File: src/rtl/reset_sequencer_if.sv
// Lock/request inputs and reset/status outputs of reset_sequencer, grouped for
// top-level wiring. The master drives lock/request; the slave is the sequencer.
interface reset_sequencer_if #(
  parameter int NUM_CH = 3
);
  logic              iLOCK;
  logic              iREQ;
  logic [NUM_CH-1:0] oRST;
  logic              oDONE;
  logic              oBUSY;

  modport master (output iLOCK, output iREQ, input oRST, input oDONE, input oBUSY);
  modport slave  (input iLOCK, input iREQ, output oRST, output oDONE, output oBUSY);
endinterface

File: src/rtl/reset_sequencer.sv
// Staggered active-low reset releases (channel k at FIRST + k*STEP) gated on a filtered lock.
// Define RST_SHUTDOWN_SEQ_EN for a reverse-order, SD_STEP-spaced shutdown on soft request.
module reset_sequencer #(
  parameter int               NUM_CH    = 3,
  parameter int               CNT_W     = 22,
  parameter logic [CNT_W-1:0] FIRST     = 22'h1FFFFF,
  parameter logic [CNT_W-1:0] STEP      = 22'h100000,
  parameter int               LOCK_FILT = 4,
  parameter int               SD_STEP   = 16
) (
  input logic              iCLK,
  input logic              iRST,
  reset_sequencer_if.slave bus
);

  localparam int FW = $clog2(LOCK_FILT + 1);
  localparam logic [63:0] T_LAST_W = 64'(FIRST) + 64'(NUM_CH - 1) * 64'(STEP);

  generate
    if (NUM_CH < 1 || NUM_CH > 8) begin : g_bad_num_ch
      $error("reset_sequencer: NUM_CH must be in 1..8");
    end
    if (LOCK_FILT < 1 || SD_STEP < 1) begin : g_bad_filt
      $error("reset_sequencer: LOCK_FILT and SD_STEP must be >= 1");
    end
    if (T_LAST_W >= (64'd1 << CNT_W)) begin : g_bad_cnt_w
      $error("reset_sequencer: last release count does not fit in CNT_W bits");
    end
  endgenerate

  function automatic logic [CNT_W-1:0] t_of(input int k);
    return CNT_W'(64'(FIRST) + 64'(k) * 64'(STEP));
  endfunction

  localparam logic [CNT_W-1:0] T_LAST = t_of(NUM_CH - 1);

  typedef enum logic [1:0] {
    S_HOLD     = 2'd0,
    S_COUNT    = 2'd1,
    S_DONE     = 2'd2
`ifdef RST_SHUTDOWN_SEQ_EN
    , S_SHUTDOWN = 2'd3
`endif
  } state_e;

  state_e            state_q, state_d;
  logic [CNT_W-1:0]  cont_q, cont_d, cont_inc;
  logic [NUM_CH-1:0] rst_q, rst_d;
  logic              done_q, done_d;
  logic              busy_q, busy_d;
  logic [FW-1:0]     filt_q, filt_d;
  logic              lock_ok;

`ifdef RST_SHUTDOWN_SEQ_EN
  localparam int SW = (SD_STEP > 1) ? $clog2(SD_STEP) : 1;
  logic [SW-1:0] sd_q, sd_d;
`endif

  assign lock_ok  = (filt_q == FW'(LOCK_FILT));
  assign cont_inc = (cont_q >= T_LAST) ? cont_q : cont_q + 1'b1;

  always_comb begin
    filt_d = filt_q;
    if (!bus.iLOCK) begin
      filt_d = '0;
    end else if (filt_q != FW'(LOCK_FILT)) begin
      filt_d = filt_q + 1'b1;
    end else begin
      filt_d = filt_q;
    end
  end

  // Lock loss outranks a soft request; a request in COUNT restarts from zero.
  always_comb begin
    state_d = state_q;
    cont_d  = cont_q;
    rst_d   = rst_q;
    done_d  = done_q;
    busy_d  = busy_q;
`ifdef RST_SHUTDOWN_SEQ_EN
    sd_d    = sd_q;
`endif
    case (state_q)
      S_HOLD: begin
        cont_d = '0;
        rst_d  = '0;
        done_d = 1'b0;
        if (lock_ok) begin
          state_d = S_COUNT;
          busy_d  = 1'b1;
        end else begin
          state_d = S_HOLD;
          busy_d  = 1'b0;
        end
      end
      S_COUNT: begin
        if (!lock_ok) begin
          state_d = S_HOLD;
          cont_d  = '0;
          rst_d   = '0;
          done_d  = 1'b0;
          busy_d  = 1'b0;
        end else if (bus.iREQ) begin
          cont_d = '0;
          rst_d  = '0;
        end else begin
          cont_d = cont_inc;
          for (int k = 0; k < NUM_CH; k++) begin
            rst_d[k] = rst_q[k] | (cont_inc >= t_of(k));
          end
          if (&rst_d) begin
            state_d = S_DONE;
            done_d  = 1'b1;
            busy_d  = 1'b0;
          end else begin
            state_d = S_COUNT;
          end
        end
      end
      S_DONE: begin
        if (!lock_ok) begin
          state_d = S_HOLD;
          cont_d  = '0;
          rst_d   = '0;
          done_d  = 1'b0;
          busy_d  = 1'b0;
        end else if (bus.iREQ) begin
`ifdef RST_SHUTDOWN_SEQ_EN
          state_d = S_SHUTDOWN;
          rst_d   = rst_q >> 1;
          sd_d    = '0;
          done_d  = 1'b0;
          busy_d  = 1'b1;
`else
          state_d = S_HOLD;
          cont_d  = '0;
          rst_d   = '0;
          done_d  = 1'b0;
          busy_d  = 1'b0;
`endif
        end else begin
          state_d = S_DONE;
        end
      end
`ifdef RST_SHUTDOWN_SEQ_EN
      // Released channels always form a low-order run, so a right shift asserts the top one.
      S_SHUTDOWN: begin
        if (!lock_ok || rst_q == '0) begin
          state_d = S_HOLD;
          cont_d  = '0;
          rst_d   = '0;
          busy_d  = 1'b0;
        end else if (sd_q == SW'(SD_STEP - 1)) begin
          rst_d = rst_q >> 1;
          sd_d  = '0;
        end else begin
          sd_d = sd_q + 1'b1;
        end
      end
`endif
      default: begin
        state_d = S_HOLD;
        cont_d  = '0;
        rst_d   = '0;
        done_d  = 1'b0;
        busy_d  = 1'b0;
      end
    endcase
  end

  always_ff @(posedge iCLK) begin
    if (iRST) begin
      state_q <= S_HOLD;
      cont_q  <= '0;
      rst_q   <= '0;
      done_q  <= 1'b0;
      busy_q  <= 1'b0;
      filt_q  <= '0;
`ifdef RST_SHUTDOWN_SEQ_EN
      sd_q    <= '0;
`endif
    end else begin
      state_q <= state_d;
      cont_q  <= cont_d;
      rst_q   <= rst_d;
      done_q  <= done_d;
      busy_q  <= busy_d;
      filt_q  <= filt_d;
`ifdef RST_SHUTDOWN_SEQ_EN
      sd_q    <= sd_d;
`endif
    end
  end

  assign bus.oRST  = rst_q;
  assign bus.oDONE = done_q;
  assign bus.oBUSY = busy_q;

endmodule
File: src/flat_wrapper.sv
// flat-port wrapper written by rule: the top's interface ports become plain ports
module reset_sequencer_flat 
#(
  parameter int               NUM_CH    = 3,
  parameter int               CNT_W     = 22,
  parameter logic [CNT_W-1:0] FIRST     = 22'h1FFFFF,
  parameter logic [CNT_W-1:0] STEP      = 22'h100000,
  parameter int               LOCK_FILT = 4,
  parameter int               SD_STEP   = 16
)
  (iCLK, iRST, bus_iLOCK, bus_iREQ, bus_oRST, bus_oDONE, bus_oBUSY);
  reset_sequencer_if #(.NUM_CH(NUM_CH)) bus_i ();
  input logic iCLK;
  input logic iRST;
  input wire logic [$bits(bus_i.iLOCK)-1:0] bus_iLOCK;
  input wire logic [$bits(bus_i.iREQ)-1:0] bus_iREQ;
  output wire logic [$bits(bus_i.oRST)-1:0] bus_oRST;
  output wire logic [$bits(bus_i.oDONE)-1:0] bus_oDONE;
  output wire logic [$bits(bus_i.oBUSY)-1:0] bus_oBUSY;
  assign bus_i.iLOCK = bus_iLOCK;
  assign bus_i.iREQ = bus_iREQ;
  assign bus_oRST = bus_i.oRST;
  assign bus_oDONE = bus_i.oDONE;
  assign bus_oBUSY = bus_i.oBUSY;
  reset_sequencer #(.NUM_CH(NUM_CH), .CNT_W(CNT_W), .FIRST(FIRST), .STEP(STEP), .LOCK_FILT(LOCK_FILT), .SD_STEP(SD_STEP)) u_core (.iCLK(iCLK), .iRST(iRST), .bus(bus_i));
endmodule
File: config.mk
export PLATFORM = sky130hd
export DESIGN_NAME = reset_sequencer_flat
export DESIGN_NICKNAME = d
export VERILOG_FILES = /design/src/rtl/reset_sequencer_if.sv /design/src/rtl/reset_sequencer.sv /design/src/flat_wrapper.sv
export SDC_FILE = /design/constraint.sdc
export NUM_CORES = 1
export LEC_CHECK = 0
export CAP_MARGIN = 20
export CORE_ASPECT_RATIO = 0.9
export CORE_MARGIN = 3
export CORE_UTILIZATION = 39
export CTS_BUF_LIST = sky130_fd_sc_hd__clkbuf_8
export DETAILED_ROUTE_END_ITERATION = 16
export SLEW_MARGIN = 15
export SYNTH_ARGS = -nofsm -noshare
export SYNTH_HDL_FRONTEND = slang
export SYNTH_SLANG_ARGS = --single-unit
File: constraint.sdc
create_clock -name iCLK -period 3 [get_ports iCLK]
set_clock_uncertainty 0.15 [all_clocks]
set_input_delay 0.75 -clock iCLK [delete_from_list [all_inputs] [get_ports iCLK]]
set_output_delay 0.75 -clock iCLK [all_outputs]
set_load 0.02 [all_outputs]
==> impl_metrics.json, run 1 <==
{
  "worst_skew_pair.late_latency_ns": 0.29,
  "cp_data_arrival_time_ns": 2.97,
  "relSlewSlack": 0.653,
  "layout-drive-gt1-share": 0.276,
  "cts-root-buf": "clkbuf_8",
  "drt_first_pass_iters": 5,
  "drt_iter0_drc": 163,
  "start_kind": "flop",
  "dp_hpwl_um": 4710,
  "via_per_inst": 5.81,
  "power.share.sequential": 0.533,
  "drv_cap": 0,
  "nNetsFinal": 343,
  "met2_usage": 0.287,
  "drt.antenna.violating_nets": 0,
  "total_power_uw": 797,
  "io_buffers": 8,
  "synthArstFlopShare": 0,
  "core-area_um2": 5040,
  "met3_usage": 0.0357,
  "drv_slew": 0,
  "htreeDepth": 2,
  "min_path_type": "reg -> reg",
  "grt_use_total": 0.197,
  "synthCells": 286,
  "p_sw_uw": 182,
  "worst-setup-path-type": "reg -> reg",
  "ir_drop_mv": 0.242,
  "fin_setup_tns_ns": 0,
  "syn_avg_cell_area_um2": 7.45,
  "p_int_uw": 615,
  "synth.top_cell.area_share": 0.301,
  "post-route-util": 0.559,
  "swShare": 0.228,
  "min_from": "u_core.filt_q[1]",
  "drt_wl_total_um": 6330,
  "clock-sinks": 32,
  "cts_tree": "built",
  "cp.required_ns": 3.03,
  "initial_utilization": 0.422,
  "fmax_mhz": 341,
  "layout_commonest_cell": "buf_4",
  "grt_pass1_wl_um": 10200,
  "gr-usage-met1": 0.289,
  "cts_buffers": 5,
  "status": "complete, no violations",
  "clk_path_buf_depth": 2,
  "p_leak_uw": 0.000956,
  "fp.dieH_um": 76.1,
  "grt_antenna_before_repair": 0,
  "synth_seq_cells": 32,
  "cp-endpoint": "u_core.bus.oBUSY",
  "synth-warning-count": 0,
  "startpoint": "u_core.cont_q[11]",
  "reg2reg_slack_ns": 0.06,
  "instances_no_fill": 402,
  "r2r-end": "u_core.bus.oBUSY",
  "power_frac_comb": 0.026,
  "yosys.area.top_type": "dfxtp_1",
  "gp_congestion": 0.946,
  "critPathMaxFanout": 5,
  "grt-busiest-layer": "met1",
  "r2r-start": "u_core.cont_q[11]",
  "placedCellCount": 392,
  "synth_area_leaders": "dfxtp_1 (30%), nor2_1 (6.3%), o21ai_0 (6.1%)",
  "ys.flop_type": "dfxtp_1",
  "synthDistinctLibCells": 52,
  "powerDensity_nw_per_um2": 282,
  "mostFrequentLayoutCells": "buf_4 (51), nor2_1 (35), nand2_1 (29)",
  "wl_per_cell_um": 15.7,
  "clkTransAtPathRegs_ns": 0.07,
  "end_kind": "flop",
  "die_width_um": 83.9,
  "clock_power_share": 0.441,
  "whs_ns": 0.342,
  "setup-violations-final": 0,
  "period_minus_slack_ns": 2.94,
  "worst_pin_slew_ns": 0.517,
  "grt_overflow_total": 0,
  "die-area_um2": 6380,
  "synth-edff-count": 0,
  "diodes": 0,
  "rr_worst_depth": 8,
  "grt_pass1_vias": 2118,
  "ys_seq_area_frac": 0.301,
  "placementRows": 24,
  "route.detailed.drc": 0,
  "netlist_area_um2": 2130,
  "vias": 2334,
  "grt_max_degree": 25,
  "syn-num-nets": 293,
  "hold_violations": 0,
  "boundaryPins": 9,
  "finalCritPeriodShare": 0.979,
  "synthToLayoutAreaGrowth_pct": 32.5
}
==> state kept, by name, summed over array words and instances (netlist names) <==
name	cells
u_core.bus.oBUSY	1
u_core.bus.oDONE	1
u_core.bus.oRST	3
u_core.cont_q	22
u_core.filt_q	3
u_core.state_q	2
==> critical path, stage by stage (launching register included) <==
cell and delay, ns:
dfxtp_2 0.35, nand3_4 0.12, or4_4 0.58, a211oi_4 0.29
xnor2_2 0.10, or4b_4 0.52, nor4_2 0.31, a211oi_2 0.10
o311a_1 0.30
==> per-layer routing <==
| layer | part of all wire | vias up | wire, um |
|---|---|---|---|
| met1 | 0.51 | 1091 | 3210 |
| met2 | 0.43 | 71 | 2720 |
| met4 | 0.017 | 0 | 109 |
| met5 | 0 | - | 0 |
| li1 | - | 1161 | - |
| met3 | 0.045 | 11 | 285 |
==> cell type report <==
cell class,count,area (um2)
sequential,32,662
fill,484,2220
timing repair buffer,59,463
clock inverter,2,10.0
inverter,9,33.8
clock buffer,6,82.6
tap,65,81.3
multi-input combinational,229,1490
==> worst min path at each step <==
stage,end,slack [ns],cells past startpoint
2_1_floorplan,u_core.filt_q[1],0.31,2
3_3_place_gp,u_core.filt_q[1],0.33,2
3_5_place_dp,u_core.filt_q[1],0.34,2
4_1_cts,u_core.filt_q[1],0.35,2
5_1_grt,u_core.filt_q[1],0.35,2
6_report,u_core.filt_q[1],0.34,2
==> through the flow <==
stage	area [um2]	worst slack, ns
after CTS	2710	0.0131
after detailed placement	2620	0.0275
after floorplan	2150	0.00390
after global placement	2620	0.104
after global routing	2820	-0.0410
final	2820	0.0642
==> what timing repair did <==
item / CTS / global route
setup endpoints to repair: 0 / 6
hold buffers: 0 / 0
buffers inserted: 0 / 2
resized for setup: 0 / 27
==> cells in the mapped netlist, types with 2 or more instances <==
library cell   n
a21boi_0       2
and2_1         3
or4_4          2
nor3_1        14
a211oi_2       2
nand3b_1       2
ha_1           3
a311oi_1       6
or3_1          3
a22oi_1        6
dfxtp_1       32
a31oi_1        4
or4_1          2
o21ai_0       26
o211ai_1       2
mux2i_1        2
o311a_1        2
nand2_1       31
nor2_1        36
nor4_2         2
inv_1          9
a211oi_1       2
clkbuf_1      13
a21oi_1       20
a21o_1         2
nand4_1        4
a221oi_1       2
o31ai_1        3
nand3_1       11
xnor2_1        6
nand2b_1       3
nor4_1         2
and3_1         4
and4_1         2
buf_2          3
xor2_1         2
==> cells by family after synthesis <==
family / synth area share
AOI/OAI and AO/OA: 0.281
buffers and inverters: 0.0458
DFF: 0.301
adders and majority gates: 0.0176
and+or+nand+nor: 0.313
muxes: 0.00940
xor gates and xnor gates: 0.0329
==> power by group through the flow <==
stage                     Sequential (uW)  Clock (uW)  Combinational (uW)
final                                 425         352                20.9
after floorplan                       437           0                10.5
after global routing                  424         373                23.1
after detailed placement              437           0                20.8
after global placement                437           0                20.9
after CTS                             427         361                20.9
No activity file was read; power rests on OpenSTA's default activity.
==> run 2, diff against run 1 <==
Settings changed: GPL_ROUTABILITY_DRIVEN from default to 0.
==> impl_metrics.json, run 2 (same netlist as run 1, synthesis figures left out) <==
{
  "cp_data_arrival_time_ns": 2.95,
  "cts-root-buf": "clkbuf_8",
  "worst_skew_pair.late_latency_ns": 0.29,
  "drt_first_pass_iters": 5,
  "drv_cap": 0,
  "boundaryPins": 9,
  "drt_wl_total_um": 6490,
  "status": "complete, no violations",
  "grt_overflow_total": 0,
  "via_per_inst": 5.89,
  "cts_tree": "built",
  "nNetsFinal": 347,
  "rsz0062_at_grt": "true",
  "setup-violations-final": 0,
  "reg2reg_slack_ns": 0.08,
  "grt_max_degree": 25,
  "die_width_um": 83.9,
  "start_kind": "flop",
  "hold_path_end": "u_core.filt_q[1]",
  "wl_met2_um": 2850,
  "slowest_stage": "or4_4",
  "rr_worst_depth": 8,
  "period_minus_slack_ns": 2.92,
  "ir_drop_mv": 0.221,
  "finalCritPeriodShare": 0.974,
  "regMostFlops": "u_core.cont_q",
  "startpoint": "u_core.cont_q[11]",
  "p_leak_uw": 0.000970,
  "wl_met3_um": 394,
  "cp.required_ns": 3.03,
  "worst_pin_slew_ns": 0.511,
  "initial_utilization": 0.422,
  "core-area_um2": 5040,
  "die-area_um2": 6380,
  "drt_iter0_drc": 175,
  "clk_path_buf_depth": 2,
  "layout_commonest_cell": "buf_4",
  "slowest_delay_ns": 0.59,
  "end_kind": "flop",
  "layout-drive-gt1-share": 0.276,
  "vias": 2385,
  "route.detailed.drc": 0,
  "hold_violations": 0,
  "critPathMaxFanout": 5,
  "relSlewSlack": 0.658,
  "fin_setup_tns_ns": 0,
  "r2r-end": "u_core.bus.oBUSY",
  "placed_area_um2": 2620,
  "met1Wirelength_um": 3190,
  "fmax_mhz": 342,
  "fp.dieH_um": 76.1,
  "synthToLayoutAreaGrowth_pct": 33.4,
  "highest_layer": "met4",
  "min_path_type": "reg -> reg",
  "largest_reg_flops": 22,
  "grt_use_total": 0.203,
  "drt.antenna.violating_nets": 0,
  "whs_path_depth": 2,
  "cts_buffers": 5,
  "powerDensity_nw_per_um2": 267,
  "dp_hpwl_um": 4800,
  "r2r-start": "u_core.cont_q[11]",
  "drv_slew": 0,
  "crit_chain": "nand3_4 -> or4_4 -> a211oi_4 -> xnor2_2 -> or4b_1 -> nor4_2 -> a211oi_2 -> o311a_1",
  "grt_pass1_wl_um": 10700,
  "diodes": 0,
  "wl_per_cell_um": 16.0,
  "htreeDepth": 2,
  "min_from": "u_core.filt_q[1]",
  "grt_antenna_before_repair": 0,
  "grt_pass1_vias": 2155,
  "worst-setup-path-type": "reg -> reg",
  "placementRows": 24,
  "final_area_um2": 2840,
  "clkTransAtPathRegs_ns": 0.07,
  "mostFrequentLayoutCells": "buf_4 (54), nor2_1 (35), nand2_1 (29)",
  "clock-sinks": 32,
  "post-route-util": 0.563,
  "io_buffers": 8
}
[run 2: worst max path at each step]
| stage | to |
|---|---|
| 2_1_floorplan | u_core.state_q[0] |
| 3_3_place_gp | u_core.state_q[0] |
| 3_5_place_dp | u_core.state_q[0] |
| 4_1_cts | u_core.bus.oBUSY |
| 5_1_grt | u_core.bus.oBUSY |
| 6_report | u_core.bus.oBUSY |
[run 2: timing repair]
action	CTS	global route
hold endpoints to repair	0	0
pin swaps	1	7
buffers inserted	0	5
gates resized for setup	3	25
hold buffers	0	0
setup endpoints to repair	2	7
[run 2: area by class of cell]
cell class              count  area [um2]
fillers                   478        2200
multi-input cells         229        1490
flip-flops and latches     32         661
repair buffers             63         497
well taps                  65        81.3
clock buffers               5        68.8
inverters                   9        33.8
clock inverters             2        8.76
[run 2: through the flow]
step / std cells / setup WS (ns) / total power, uW / hold WS [ns]
6_report: 405 / 0.0782 / 760 / 0.340
5_1_grt: 405 / -0.0291 / 786 / 0.371
3_5_place_dp: 393 / -0.0295 / 458 / 0.333
3_3_place_gp: 393 / -0.0536 / 458 / 0.321
2_1_floorplan: 286 / 0.00390 / 447 / 0.310
4_1_cts: 400 / 0.00165 / 776 / 0.343
[run 2: metal layers]
metal	global-route usage	vias up
met2	0.286	83
met5	0	-
li1	-	1172
met1	0.312	1124
met3	0.0335	6
met4	0.0611	0
[run 2: critical path: cells and delay by family, from the launching register on]
kind / cells / cell delay, ns
simple gates: 4 / 1.52
xor+xnor: 1 / 0.10
flops: 1 / 0.35
compound gates: 3 / 0.69
[run 2: power by group]
part	internal [uW]	switching, uW
Sequential	423	1.24
Combinational	9.37	12.1
Clock	154	160
